**src/rtl/ace_pkg.sv**
```systemverilog
// Shared fetch/decode definitions: instruction word layout, halt opcode and
// the {data, pc} entry held in the prefetch buffer.
package ace_pkg;

    localparam int INST_WIDTH   = 32;
    localparam int OPCODE_MSB   = 31;
    localparam int OPCODE_LSB   = 28;
    localparam int PC_MAX_WIDTH = 32;

    localparam logic [OPCODE_MSB-OPCODE_LSB:0] OPCODE_HALT = 4'hF;

    typedef logic [INST_WIDTH-1:0] inst_word_t;

    // pc is sized for the widest supported address bus; narrower buses zero-extend.
    typedef struct packed {
        inst_word_t              data;
        logic [PC_MAX_WIDTH-1:0] pc;
    } fetch_entry_t;

    function automatic logic is_halt_opcode(input inst_word_t word);
        return word[OPCODE_MSB:OPCODE_LSB] == OPCODE_HALT;
    endfunction

endpackage

```
**src/rtl/fetch_fifo.sv**
```systemverilog
// Prefetch buffer of {data, pc} entries: synchronous FIFO with flush and an
// occupancy count. Overflow is prevented by the caller's issue throttling.
module fetch_fifo
    import ace_pkg::*;
#(
    parameter int DEPTH = 2,
    parameter int CNT_W = $clog2(DEPTH + 1)
) (
    input  logic             clk,
    input  logic             rst_n,
    input  logic             flush_i,
    input  logic             push_i,
    input  fetch_entry_t     push_entry_i,
    input  logic             pop_i,
    output fetch_entry_t     head_o,
    output logic [CNT_W-1:0] count_o,
    output logic             empty_o
);

    localparam int               PTR_W    = $clog2(DEPTH);
    localparam logic [PTR_W-1:0] LAST_PTR = PTR_W'(DEPTH - 1);

    fetch_entry_t     mem_q [DEPTH];
    logic [PTR_W-1:0] rd_ptr_q, rd_ptr_d;
    logic [PTR_W-1:0] wr_ptr_q, wr_ptr_d;
    logic [CNT_W-1:0] count_q, count_d;
    logic             push_en;
    logic             pop_en;

    function automatic logic [PTR_W-1:0] ptr_inc(input logic [PTR_W-1:0] ptr);
        return (ptr == LAST_PTR) ? '0 : ptr + PTR_W'(1);
    endfunction

    assign empty_o = (count_q == '0);
    assign count_o = count_q;
    assign head_o  = mem_q[rd_ptr_q];
    assign push_en = push_i && !flush_i;
    assign pop_en  = pop_i && !empty_o && !flush_i;

    always_comb begin
        rd_ptr_d = rd_ptr_q;
        wr_ptr_d = wr_ptr_q;
        count_d  = count_q;
        if (flush_i) begin
            rd_ptr_d = '0;
            wr_ptr_d = '0;
            count_d  = '0;
        end else begin
            if (push_en) begin
                wr_ptr_d = ptr_inc(wr_ptr_q);
            end
            if (pop_en) begin
                rd_ptr_d = ptr_inc(rd_ptr_q);
            end
            count_d = count_q + CNT_W'(push_en) - CNT_W'(pop_en);
        end
    end

    always_ff @(posedge clk or negedge rst_n) begin
        if (!rst_n) begin
            rd_ptr_q <= '0;
            wr_ptr_q <= '0;
            count_q  <= '0;
        end else begin
            rd_ptr_q <= rd_ptr_d;
            wr_ptr_q <= wr_ptr_d;
            count_q  <= count_d;
        end
    end

    // Storage is cleared on reset so the head presents zeros until the first push.
    always_ff @(posedge clk or negedge rst_n) begin
        if (!rst_n) begin
            for (int i = 0; i < DEPTH; i++) begin
                mem_q[i] <= '0;
            end
        end else if (push_en) begin
            mem_q[wr_ptr_q] <= push_entry_i;
        end
    end

endmodule

```
**src/rtl/instruction_fetch.sv**
```systemverilog
// Instruction fetch: owns the PC, issues in-order word reads and buffers
// responses for the decoder. Optional halt-on-opcode-F: INSTRUCTION_FETCH_HALT_EN.
module instruction_fetch
    import ace_pkg::*;
#(
    parameter int                    ADDR_WIDTH = 8,
    parameter int                    FIFO_DEPTH = 2,
    parameter logic [ADDR_WIDTH-1:0] RESET_PC   = '0
) (
    input  logic                  clk,
    input  logic                  rst_n,
    output logic                  mem_req_valid,
    input  logic                  mem_req_ready,
    output logic [ADDR_WIDTH-1:0] mem_req_addr,
    input  logic                  mem_resp_valid,
    input  logic [INST_WIDTH-1:0] mem_resp_data,
    input  logic                  redirect_valid,
    input  logic [ADDR_WIDTH-1:0] redirect_pc,
    output logic                  inst_valid,
    input  logic                  inst_ready,
    output logic [INST_WIDTH-1:0] inst_data,
    output logic [ADDR_WIDTH-1:0] inst_pc
`ifdef INSTRUCTION_FETCH_HALT_EN
    ,
    output logic                  halted
`endif
);

    localparam int             CNT_W     = $clog2(FIFO_DEPTH + 1);
    localparam logic [CNT_W:0] DEPTH_LIM = (CNT_W + 1)'(FIFO_DEPTH);

    logic                    run_q;
    logic [ADDR_WIDTH-1:0]   pc_q, pc_d;
    logic [ADDR_WIDTH-1:0]   resp_pc_q, resp_pc_d;
    logic [CNT_W-1:0]        out_q, out_d;
    logic [CNT_W-1:0]        stale_q, stale_d;
    logic [CNT_W-1:0]        fifo_cnt;
    logic                    fifo_empty;
    logic [CNT_W:0]          live;
    logic                    req_fire;
    logic                    resp_fire;
    logic                    resp_stale;
    logic                    push;
    logic                    pop;
    logic                    halt_stop;
    fetch_entry_t            push_entry;
    fetch_entry_t            head;
    logic [PC_MAX_WIDTH-1:0] head_pc;

`ifdef INSTRUCTION_FETCH_HALT_EN
    logic halted_q, halted_d;

    always_comb begin
        halted_d = halted_q;
        if (redirect_valid) begin
            halted_d = 1'b0;
        end else if (push && is_halt_opcode(mem_resp_data)) begin
            halted_d = 1'b1;
        end
    end

    always_ff @(posedge clk or negedge rst_n) begin
        if (!rst_n) begin
            halted_q <= 1'b0;
        end else begin
            halted_q <= halted_d;
        end
    end

    assign halt_stop = halted_q;
    assign halted    = halted_q;
`else
    assign halt_stop = 1'b0;
`endif

    // live = words that will occupy the buffer once every non-stale response lands.
    always_comb begin
        live          = (CNT_W + 1)'(fifo_cnt) + (CNT_W + 1)'(out_q) - (CNT_W + 1)'(stale_q);
        mem_req_valid = run_q && !halt_stop && (live < DEPTH_LIM);
        req_fire      = mem_req_valid && mem_req_ready;
        resp_fire     = mem_resp_valid && (out_q != '0);
        resp_stale    = resp_fire && (stale_q != '0);
        push          = resp_fire && !resp_stale && !redirect_valid;
        pop           = inst_valid && inst_ready;
        out_d         = out_q + CNT_W'(req_fire) - CNT_W'(resp_fire);

        pc_d      = req_fire ? pc_q + ADDR_WIDTH'(1) : pc_q;
        resp_pc_d = push ? resp_pc_q + ADDR_WIDTH'(1) : resp_pc_q;
        stale_d   = stale_q - CNT_W'(resp_stale);
        // Every request still unanswered after this edge belongs to the old stream.
        if (redirect_valid) begin
            pc_d      = redirect_pc;
            resp_pc_d = redirect_pc;
            stale_d   = out_d;
        end
    end

    always_ff @(posedge clk or negedge rst_n) begin
        if (!rst_n) begin
            run_q     <= 1'b0;
            pc_q      <= RESET_PC;
            resp_pc_q <= RESET_PC;
            out_q     <= '0;
            stale_q   <= '0;
        end else begin
            run_q     <= 1'b1;
            pc_q      <= pc_d;
            resp_pc_q <= resp_pc_d;
            out_q     <= out_d;
            stale_q   <= stale_d;
        end
    end

    assign push_entry = '{data: mem_resp_data, pc: PC_MAX_WIDTH'(resp_pc_q)};

    fetch_fifo #(
        .DEPTH (FIFO_DEPTH),
        .CNT_W (CNT_W)
    ) u_fetch_fifo (
        .clk          (clk),
        .rst_n        (rst_n),
        .flush_i      (redirect_valid),
        .push_i       (push),
        .push_entry_i (push_entry),
        .pop_i        (pop),
        .head_o       (head),
        .count_o      (fifo_cnt),
        .empty_o      (fifo_empty)
    );

    assign mem_req_addr = pc_q;
    assign inst_valid   = !fifo_empty;
    assign inst_data    = head.data;
    assign head_pc      = head.pc;
    assign inst_pc      = ADDR_WIDTH'(head_pc);

endmodule

```
**config.mk**
```make
export PLATFORM = sky130hd
export DESIGN_NAME = instruction_fetch
export DESIGN_NICKNAME = d
export VERILOG_FILES = /design/src/rtl/ace_pkg.sv /design/src/rtl/fetch_fifo.sv /design/src/rtl/instruction_fetch.sv
export SDC_FILE = /design/constraint.sdc
export NUM_CORES = 1
export LEC_CHECK = 0
export ABC_AREA = 1
export CORE_MARGIN = 3
export CORE_UTILIZATION = 47
export CTS_CLUSTER_DIAMETER = 150
export DETAILED_ROUTE_END_ITERATION = 10
export PLACE_DENSITY = 0.75
export SLEW_MARGIN = 20
export SYNTH_ARGS = -nofsm -noshare
export SYNTH_HDL_FRONTEND = slang
export SYNTH_SLANG_ARGS = --single-unit
```
**constraint.sdc**
```tcl
create_clock -name clk -period 6 [get_ports clk]
set_input_delay 1.2 -clock clk [delete_from_list [all_inputs] [get_ports clk]]
set_output_delay 1.2 -clock clk [all_outputs]
set_load 0.005 [all_outputs]
```
# After elaboration in Yosys (flattened, before gate mapping)
# Cells that the tools add are included.
[classes]
muxes = 18
n_lt_le_gt_ge = 4
bitwise_logic = 2
reduce_logical = 21
addsub = 11
[ops]
columns = ["operator", "count"]
rows = [
  ["two-way mux 64 bit", 4],
  ["bitwise mux 128 bit", 1],
  ["demux 64 bit (select 1 bit)", 1],
  ["two-way mux 8 bit", 4],
  ["adder 8 x 1 -> 8 bit (second input constant)", 2],
  ["nonzero test 2 bit", 6],
  ["logical AND 1 bit", 11],
  ["two-way mux 1 bit", 6],
  ["subtractor 2 x 1 -> 2 bit", 3],
  ["adder 2 x 1 -> 2 bit", 2],
  [">= comparator 2 bit (second input constant)", 2],
  ["two-way mux 2 bit", 2],
  ["NOT 1 -> 2 bit", 2],
  ["adder 2 x 2 -> 3 bit", 1],
  ["zero test 1 bit", 3],
  ["< comparator 3 x 2 -> 1 bit (second input constant)", 1],
  ["subtractor 3 x 2 -> 3 bit", 1],
  ["adder 1 bit (second input constant)", 2],
  ["zero test 2 bit", 1],
  ["< comparator 2 x 1 -> 1 bit (second input constant)", 1],
]
[totals]
regBits = 153
wordCells = 68
input_bits = 46
output_inout_bits = 50

# Logic depth before layout (Yosys ltp)
# Gate-level depths: netlist of run 1.
[logic_depth]
depth_word = 10
mapped_depth = 14
mapped_depth_nobuf = 14

# By module
# From an unflattened synthesis of run 1, not the netlist that was laid out.
[unflattened]
cells_unflattened = 914
area_unflattened_um2 = 7375.8
[modules_own_cells]
columns = ["mod", "area_per_inst_um2", "seq_area_each_um2", "cells_each", "n_inst"]
rows = [
  ["fetch_fifo", 5891.9, 3303.2, 715, 1],
  ["instruction_fetch", 1483.9, 525.5, 199, 1],
]

# Worst setup path after synthesis of run 1
# OpenSTA, ideal clock, no wires.
[synth_path]
path_kind = "register -> output"
from = "register stale_q[1]"
to = "output mem_req_valid"
setup_slack_ns = 3.005
arrival_ns = 1.795
stages_incl_launch_ff = 8
required_time_ns = 4.800
cell_sequence = "dfrtp_1 > inv_1 > fa_1 > inv_1 > fa_1 > nand2_1 > inv_1 > and3_1"
[synth_between]
elab_chain_len = 3
[synth_lines]
columns = ["element", "line_no", "rtl"]
rows = [
  ["start: declaration", "instruction_fetch.sv:36", "logic [CNT_W-1:0] stale_q, stale_d;"],
  ["start signal: assignment", "instruction_fetch.sv:110", "stale_q <= stale_d;"],
  ["subtractor 3 x 2 -> 3 bit", "instruction_fetch.sv:78", "live = (CNT_W + 1)'(fifo_cnt) + (CNT_W + 1)'(out_q) - (CNT_W + 1)'(stale_q);"],
  ["< comparator 3 x 2 -> 1 bit", "instruction_fetch.sv:79", "mem_req_valid = run_q && !halt_stop && (live < DEPTH_LIM);"],
  ["logical AND 1 bit", "instruction_fetch.sv:79", ""],
  ["end: declaration", "instruction_fetch.sv:12", "output logic mem_req_valid,"],
]
# No other way between the ends.

# Final worst setup path of run 1
# Ends and elaborated chain as after synthesis.

==> impl_metrics.ini, run 1 <==
[clock_tree]
hold_buffers = 0
cts_buffers = 9
cts-root-buf = clkbuf_16
cts_tree = built
cts_resized = 0
cts_setup_buffers = 0
cts_sinks = 105
clkLatencyLatePin_ns = 0.34
clk_pin_slew_worst_paths_ns = 0.07
clock_path_buffers = 2
h-tree-depth = 3

[detailed_routing]
dr_total_vias = 4267
final_antenna_net_count = 0
drtPass1Iterations = 6
wl_mm = 11.4
drcViolationCount = 0
drt-initial-drc-count = 283
wl_per_cell_um = 13.3
drt-vias-per-instance = 4.98

[floorplanning]
fp.dieH_um = 113
start_util_pct = 49.0
core_area_um2 = 11100
dieWidth_um = 113
pin_count = 96
die_area_um2 = 12900
fp-row-count = 38

[sta]
maxSlewViolCount = 0
clock-skew-final_ns = 0.00741
max_clock_freq_mhz = 255
fin_crit_sh_pct = 65.2
relSlewSlack_pct = 45.8
rsz0062_at_grt = no
worstMarginPinSlew_ns = 0.811
fin_setup_tns_ns = 0
layout_setup_ws_ns = 2.09
fin_crit_ns = 3.91
finalSetupViolations = 0
hold_violations = 0

[placed_design]
io_buffers = 95
place.gp.congestion = 0.906
dp_slack_ns = 2.44
dp_hpwl_mm = 7.45

[grt]
antenna_found_initial = 0
met1_usage_pct = 26.5
overflow = 0
busiest_layer = met2
grt_use_total_pct = 18.7
grt_max_degree = 82
grt_pass1_wl_mm = 20.0
grt_pass1_vias = 4235
use_met3_pct = 2.55
grtUsageMet2_pct = 30.9

[worst_setup_path]
crit_fanout = 3
cp-end-kind = output pin
worstPathArrival_ns = 2.71
worstPathRequired_ns = 4.80
slowest_stage = fa_1
path_class = reg -> out
crit_chain = inv_1, fa_1, inv_1, fa_1, nand2_1, inv_1, and3_1, clkdlybuf4s50_1
crit_path_start_kind = flop
worst_path_most_repeated_cell = inv_1
cpPeakStageDelay_ns = 0.53

[final_layout]
mostFrequentLayoutCell = nand2_1
fill_cells = 1020
drive_gt1_share_pct = 15.1
fin_nets = 768
area_growth_pct = 22.3
antenna_cells = 0
final_cell_mix = 268 x nand2_1, 105 x dfrtp_1, 94 x clkdlybuf4s50_1

[power_and_ir_drop]
ir_worst_vdd_mv = 0.215
power_density_nw_per_um2 = 461
power_leakage_nw = 3.32

[logic_synthesis]
ys_ff_latch = 105
synth_cells = 632
synth_cell_types = 33
synth_nets = 688
synth.cell_area_um2 = 5430
seq_area_frac_synth_pct = 48.4
syn_area_per_cell_um2 = 8.59
ys_warn_count = 0

[min_path]
min_path_type = reg -> reg

[flow_run]
cap_violations = 0

[outcome]
outcome = completed
[per-stage QoR]
step,utilization [%],instance area [um^2],power (mW),instances,hold slack (ns)
global placement,57.2,6340,2.44,841,0.463
detailed placement,57.2,6340,2.49,841,0.467
CTS,60.0,6640,3.10,856,0.485
floorplan,-,5430,1.96,632,0.455
finish,60.0,6640,3.06,856,0.482
global route,60.0,6640,3.33,856,0.499
[state kept, by name, indices dropped and copies added (netlist names)]
register,count
resp_pc_q,8
out_q,2
u_fetch_fifo.count_o,2
u_fetch_fifo.wr_ptr_q,1
run_q,1
mem_req_addr,8
u_fetch_fifo.rd_ptr_q,1
u_fetch_fifo.mem_q,80
stale_q,2
[worst max-delay path: cells and delay by family (launching register included)]
kind | cells | cell delay [ns]
adders and majority gates | 2 | 1.03
buffers and inverters | 4 | 0.71
DFF | 1 | 0.43
and+or+nand+nor | 2 | 0.21
[final cells by class]
class / instances / area (um^2) / area share, %
flip-flops and latches: 105 / 2630 / 39.6
multi-input cells: 437 / 2340 / 35.2
repair buffers: 97 / 963 / 14.5
inverters: 62 / 233 / 3.50
clock buffers: 9 / 225 / 3.39
well taps: 140 / 175 / 2.64
clock inverters: 6 / 77.6 / 1.17
[path summary, 6_finish.rpt]
check | endpoint | from | slack, ns | cells past startpoint
max | mem_req_valid | stale_q[1] | 2.09 | 8
min | u_fetch_fifo.mem_q[121] | u_fetch_fifo.mem_q[121] | 0.48 | 2
max reg2reg | stale_q[1] | stale_q[1] | 2.83 | 14
min reg2reg | u_fetch_fifo.mem_q[121] | u_fetch_fifo.mem_q[121] | 0.48 | 2
max in group asynchronous | u_fetch_fifo.mem_q[4] | rst_n | 3.98 | 2
min in group asynchronous | u_fetch_fifo.mem_q[45] | rst_n | 0.90 | 1
[power by group]
part	total (mW)	internal, mW	switching, mW
logic	1.28	0.645	0.638
clock network	0.598	0.329	0.269
registers	1.18	0.997	0.186
total	3.06	1.97	1.09
[synthesized netlist by cell type]
cell type / number / area share [%]
nand2_1: 268 / 19
dfrtp_1: 105 / 48
o21ai_2: 80 / 13
inv_1: 60 / 4.1
nand3_1: 24 / 2.2
buf_6: 16 / 3.3
nor2_1: 14 / 0.97
o21ai_0: 14 / 1.3
clkbuf_1: 9 / 0.62
ha_1: 8 / 1.8
xnor2_1: 4 / 0.65
a21oi_1: 3 / 0.28
xor2_1: 3 / 0.48
a21boi_0: 2 / 0.28
fa_1: 2 / 0.74
nand2_8: 2 / 0.74
or2_2: 2 / 0.23
and3_1: 1 / 0.12
buf_1: 1 / 0.069
buf_2: 1 / 0.092
buf_4: 1 / 0.14
clkinv_1: 1 / 0.069
conb_1: 1 / 0.069
inv_2: 1 / 0.069
nand2_2: 1 / 0.12
nand3_4: 1 / 0.32
nand3b_1: 1 / 0.14
nand4_1: 1 / 0.12
nand4_2: 1 / 0.23
nor2_4: 1 / 0.21
nor2_8: 1 / 0.37
o211ai_1: 1 / 0.14
o21bai_1: 1 / 0.14
[logic make-up (layout without fill, tap and decap cells)]
logic type	Yosys count	in the layout	synth area share, %
XOR/XNOR	7	7	1.13
buffers and inverters	90	174	8.53
AND/OR/NAND/NOR	318	318	24.3
adder cells (fa/ha/maj)	10	10	2.58
flip-flops	105	105	48.4
other	1	1	0.0691
AO/OA/AOI/OAI	101	101	15.0
[routing by layer]
layer  up-vias  share of wire [%]
li1       2131                  -
met1      2011                 46
met2       119                 48
met3         6                4.8
met4         0               0.61
met5         -                  0
No activity file was read; power rests on OpenSTA's default activity.
==> run 2: changes to the inputs <==
==> constraint.sdc (replaced) <==
create_clock -name clk -period 4 [get_ports clk]
set_input_delay 0.8 -clock clk [delete_from_list [all_inputs] [get_ports clk]]
set_output_delay 0.8 -clock clk [all_outputs]
set_load 0.005 [all_outputs]
==> impl_metrics.ini, run 2 (synthesis results as in run 1) <==
[outcome]
outcome = completed

[sta]
max_clock_freq_mhz = 285
rsz0062_at_grt = no
hold_violations = 0
clock-skew-final_ns = 0.0104
finalSetupViolations = 0
relSlewSlack_pct = 46.2
fin_crit_ns = 3.51
maxSlewViolCount = 0
worstMarginPinSlew_ns = 0.806
layout_setup_ws_ns = 0.488
fin_crit_sh_pct = 87.8
fin_setup_tns_ns = 0
holdWs_ns = 0.482

[grt]
antenna_found_initial = 0
grt_pass1_vias = 4139
grt_use_total_pct = 18.2
grt_pass1_wl_mm = 19.3
grt_max_degree = 88
overflow = 0

[clock_tree]
clkLatencyLatePin_ns = 0.34
clock_path_buffers = 2
clk_pin_slew_worst_paths_ns = 0.08
cts_tree = built
cts_sinks = 105
hold_buffers = 0
cts_resized = 0
cts-root-buf = clkbuf_16
h-tree-depth = 3
cts_buffers = 9
cts_setup_buffers = 0

[placed_design]
dp_slack_ns = 0.852
place.gp.congestion = 0.918
dp_hpwl_mm = 7.44
io_buffers = 95

[power_and_ir_drop]
ir_worst_vdd_mv = 0.420
power_leakage_nw = 3.33
power_density_nw_per_um2 = 685
total_power_mw = 4.55

[final_layout]
area_growth_pct = 22.5
top_register = u_fetch_fifo.mem_q
utilization_pct = 60.1
final_cell_mix = 268 x nand2_1, 105 x dfrtp_1, 94 x clkdlybuf4s50_1
fin_nets = 770
drive_gt1_share_pct = 15.4
regArea_um2 = 2630
multiInputGateArea_um2 = 2340
largest_reg_flops = 80
mostFrequentLayoutCell = nand2_1
fill_cells = 982
antenna_cells = 0

[worst_setup_path]
worst_path_most_repeated_cell = inv_1
reg2reg_depth = 14
path_class = reg -> out
worstPathArrival_ns = 2.71
crit_fanout = 3
cpPeakStageDelay_ns = 0.53
slowest_stage = fa_1
crit_path_start_kind = flop
worstPathRequired_ns = 3.20
cp-end-kind = output pin
crit_chain = inv_1, fa_1, inv_1, fa_1, nand2_1, inv_1, and3_1, clkdlybuf4s50_1

[floorplanning]
die_area_um2 = 12900
fp.dieH_um = 113
start_util_pct = 49.0
dieWidth_um = 113
pin_count = 96
core_area_um2 = 11100
fp-row-count = 38

[detailed_routing]
drt-vias-per-instance = 5.01
met1_length_mm = 5.10
drt-initial-drc-count = 418
top_layer_used = met4
dr_total_vias = 4302
wl_met3_um = 665
wl_met2_mm = 5.43
drtPass1Iterations = 6
drcViolationCount = 0
final_antenna_net_count = 0
wl_per_cell_um = 13.2
wl_mm = 11.3

[flow_run]
cap_violations = 0

[min_path]
holdPathStages = 2
min_path_type = reg -> reg
==> run 2: cell types whose count changed in the layout (fill, tap and decap cells not counted), sizes merged <==
cell      previous run  this run
bufinv               1         0
clkbuf               9        10
inv                 63        64
clkinv               3         2
buf                  3         5
clkinvlp             1         2
==> run 2: worst paths after layout <==
check                                       start                      to  slack (ns)
max                                    stale_q[1]           mem_req_valid        0.49
min                        u_fetch_fifo.mem_q[43]  u_fetch_fifo.mem_q[43]        0.48
max reg2reg                            stale_q[1]              stale_q[1]        0.87
min reg2reg                u_fetch_fifo.mem_q[43]  u_fetch_fifo.mem_q[43]        0.48
max in group asynchronous                   rst_n              stale_q[0]        2.73
min in group asynchronous                   rst_n  u_fetch_fifo.mem_q[45]        0.51
==> run 2: final cells by class <==
type,count,share of cell area [%]
Clock inverter,6,0.865
Multi-Input combinational cell,437,35.2
Sequential cell,105,39.5
Tap cell,140,2.63
Clock buffer,10,3.59
Inverter,62,3.50
Timing Repair Buffer,99,14.8
==> run 2: through the flow <==
| step | cell area (um^2) | cells |
|---|---|---|
| after global placement | 6350 | 843 |
| after CTS | 6650 | 859 |
| after floorplan | 5430 | 632 |
| after detailed placement | 6350 | 843 |
| final | 6650 | 859 |
| after global routing | 6650 | 859 |
==> run 2: layer usage <==
metal,vias to the layer above,track usage (%)
li1,2139,-
met5,-,0
met1,2019,24.8
met2,128,30.5
met3,16,3.29
met4,0,4.17
==> run 2: report_power, final <==
| group | leakage [nW] | switching (mW) | internal [mW] |
|---|---|---|---|
| registers | 1.35 | 0.282 | 1.50 |
| clock network | 0.141 | 0.409 | 0.454 |
| logic | 1.84 | 0.947 | 0.966 |
==> run 2: critical path: cells and delay by family (launching register included) <==
| kind | cells | cell delay (ns) |
|---|---|---|
| adder cells (fa/ha/maj) | 2 | 1.03 |
| buffers and inverters | 4 | 0.70 |
| flip-flops | 1 | 0.43 |
| AND/OR/NAND/NOR | 2 | 0.20 |
==> run 3: changes to the inputs <==
--- a/config.mk
+++ b/config.mk
@@ -11,6 +11,7 @@
 export CTS_CLUSTER_DIAMETER = 150
 export DETAILED_ROUTE_END_ITERATION = 10
 export PLACE_DENSITY = 0.75
+export RECOVER_POWER = 25
 export SLEW_MARGIN = 20
 export SYNTH_ARGS = -nofsm -noshare
 export SYNTH_HDL_FRONTEND = slang
==> impl_metrics.ini, run 3 (synthesis results as in run 1) <==
[grt]
grt_use_total_pct = 18.2
antenna_found_initial = 0
grt_max_degree = 88
grt_pass1_vias = 4139
grt_pass1_wl_mm = 19.3
overflow = 0

[sta]
relSlewSlack_pct = -40.2
fin_crit_sh_pct = 87.8
finalSetupViolations = 0
holdWs_ns = 0.482
worstMarginPinSlew_ns = 2.10
clock-skew-final_ns = 0.0104
fin_crit_ns = 3.51
hold_violations = 0
fin_setup_tns_ns = 0
maxSlewViolCount = 88
rsz0062_at_grt = no
max_clock_freq_mhz = 285

[clock_tree]
clock_path_buffers = 2
clkLatencyLatePin_ns = 0.34
cts_setup_buffers = 0
h-tree-depth = 3
cts_buffers = 9
clk_pin_slew_worst_paths_ns = 0.08
hold_buffers = 0
cts_resized = 0
cts_tree = built
cts_sinks = 105
cts-root-buf = clkbuf_16

[min_path]
holdPathStages = 2
min_path_type = reg -> reg

[final_layout]
drive_gt1_share_pct = 15.4
mostFrequentLayoutCell = nand2_1
antenna_cells = 0
multiInputGateArea_um2 = 2340
final_cell_area_um2 = 6650
top_register = u_fetch_fifo.mem_q
regArea_um2 = 2630
final_cells = 859
final_cell_mix = 268 x nand2_1, 105 x dfrtp_1, 94 x clkdlybuf4s50_1
utilization_pct = 60.0
largest_reg_flops = 80
fin_nets = 770
area_growth_pct = 22.4
fill_cells = 981

[floorplanning]
pin_count = 96
dieWidth_um = 113
core_area_um2 = 11100
die_area_um2 = 12900
start_util_pct = 49.0
fp.dieH_um = 113
fp-row-count = 38

[detailed_routing]
top_layer_used = met4
drtPass1Iterations = 6
wl_mm = 11.3
drcViolationCount = 0
final_antenna_net_count = 0
met1_length_mm = 5.09
wl_met3_um = 671
wl_per_cell_um = 13.2
wl_met2_mm = 5.43
drt-initial-drc-count = 418
dr_total_vias = 4302
drt-vias-per-instance = 5.01

[flow_run]
cap_violations = 1

[power_and_ir_drop]
power_leakage_nw = 3.33
ir_worst_vdd_mv = 0.420
power_density_nw_per_um2 = 685

[worst_setup_path]
crit_fanout = 3
cp-end-kind = output pin
reg2reg_depth = 14
path_class = reg -> out
worstPathArrival_ns = 2.71
r2r_slack_ns = 0.87
worstPathRequired_ns = 3.20
crit_path_start_kind = flop

[placed_design]
postPlaceCellArea_um2 = 6350
dp_hpwl_mm = 7.44
dp_cells = 843
place.gp.congestion = 0.918
io_buffers = 95

[outcome]
violations = capacitance limit, slew limit
outcome = finished with violations
-- run 3: path summary, 6_finish.rpt --
check / to / startpoint
max in group asynchronous: u_fetch_fifo.mem_q[66] / rst_n
min in group asynchronous: u_fetch_fifo.mem_q[45] / rst_n
worst max-delay path: mem_req_valid / stale_q[1]
worst max register to register: stale_q[1] / stale_q[1]
worst min register to register: u_fetch_fifo.mem_q[43] / u_fetch_fifo.mem_q[43]
worst min-delay path: u_fetch_fifo.mem_q[43] / u_fetch_fifo.mem_q[43]
-- run 3: critical path: stages, from the launching register on --
cell	delay (ns)
dfrtp_1	0.43
inv_1	0.08
fa_1	0.50
inv_1	0.05
fa_1	0.53
nand2_1	0.05
inv_1	0.08
and3_1	0.15
clkdlybuf4s50_1	0.49
-- run 3: layout make-up --
type,count,share of cell area (%)
Clock inverter,6,0.866
Sequential cell,105,39.5
Clock buffer,10,3.59
Tap cell,140,2.64
Inverter,62,3.50
Timing Repair Buffer,99,14.7
Multi-Input combinational cell,437,35.2
-- run 3: where the power goes --
part | internal (mW) | leakage (nW) | switching [mW] | total, mW
Combinational | 0.965 | 1.84 | 0.947 | 1.91
Sequential | 1.50 | 1.35 | 0.282 | 1.78
Clock | 0.454 | 0.141 | 0.409 | 0.863
-- run 3: metal layers --
layer	vias up	track usage, %
met4	0	4.17
met1	2017	24.8
met5	-	0
li1	2139	-
met2	130	30.5
met3	16	3.29
-- run 3: metrics by stage --
stage / total power, mW / setup slack [ns]
floorplan: 2.93 / 1.15
global placement: 3.64 / 0.864
detailed placement: 3.73 / 0.852
CTS: 4.61 / 0.463
global route: 4.95 / 0.353
finish: 4.55 / 0.488
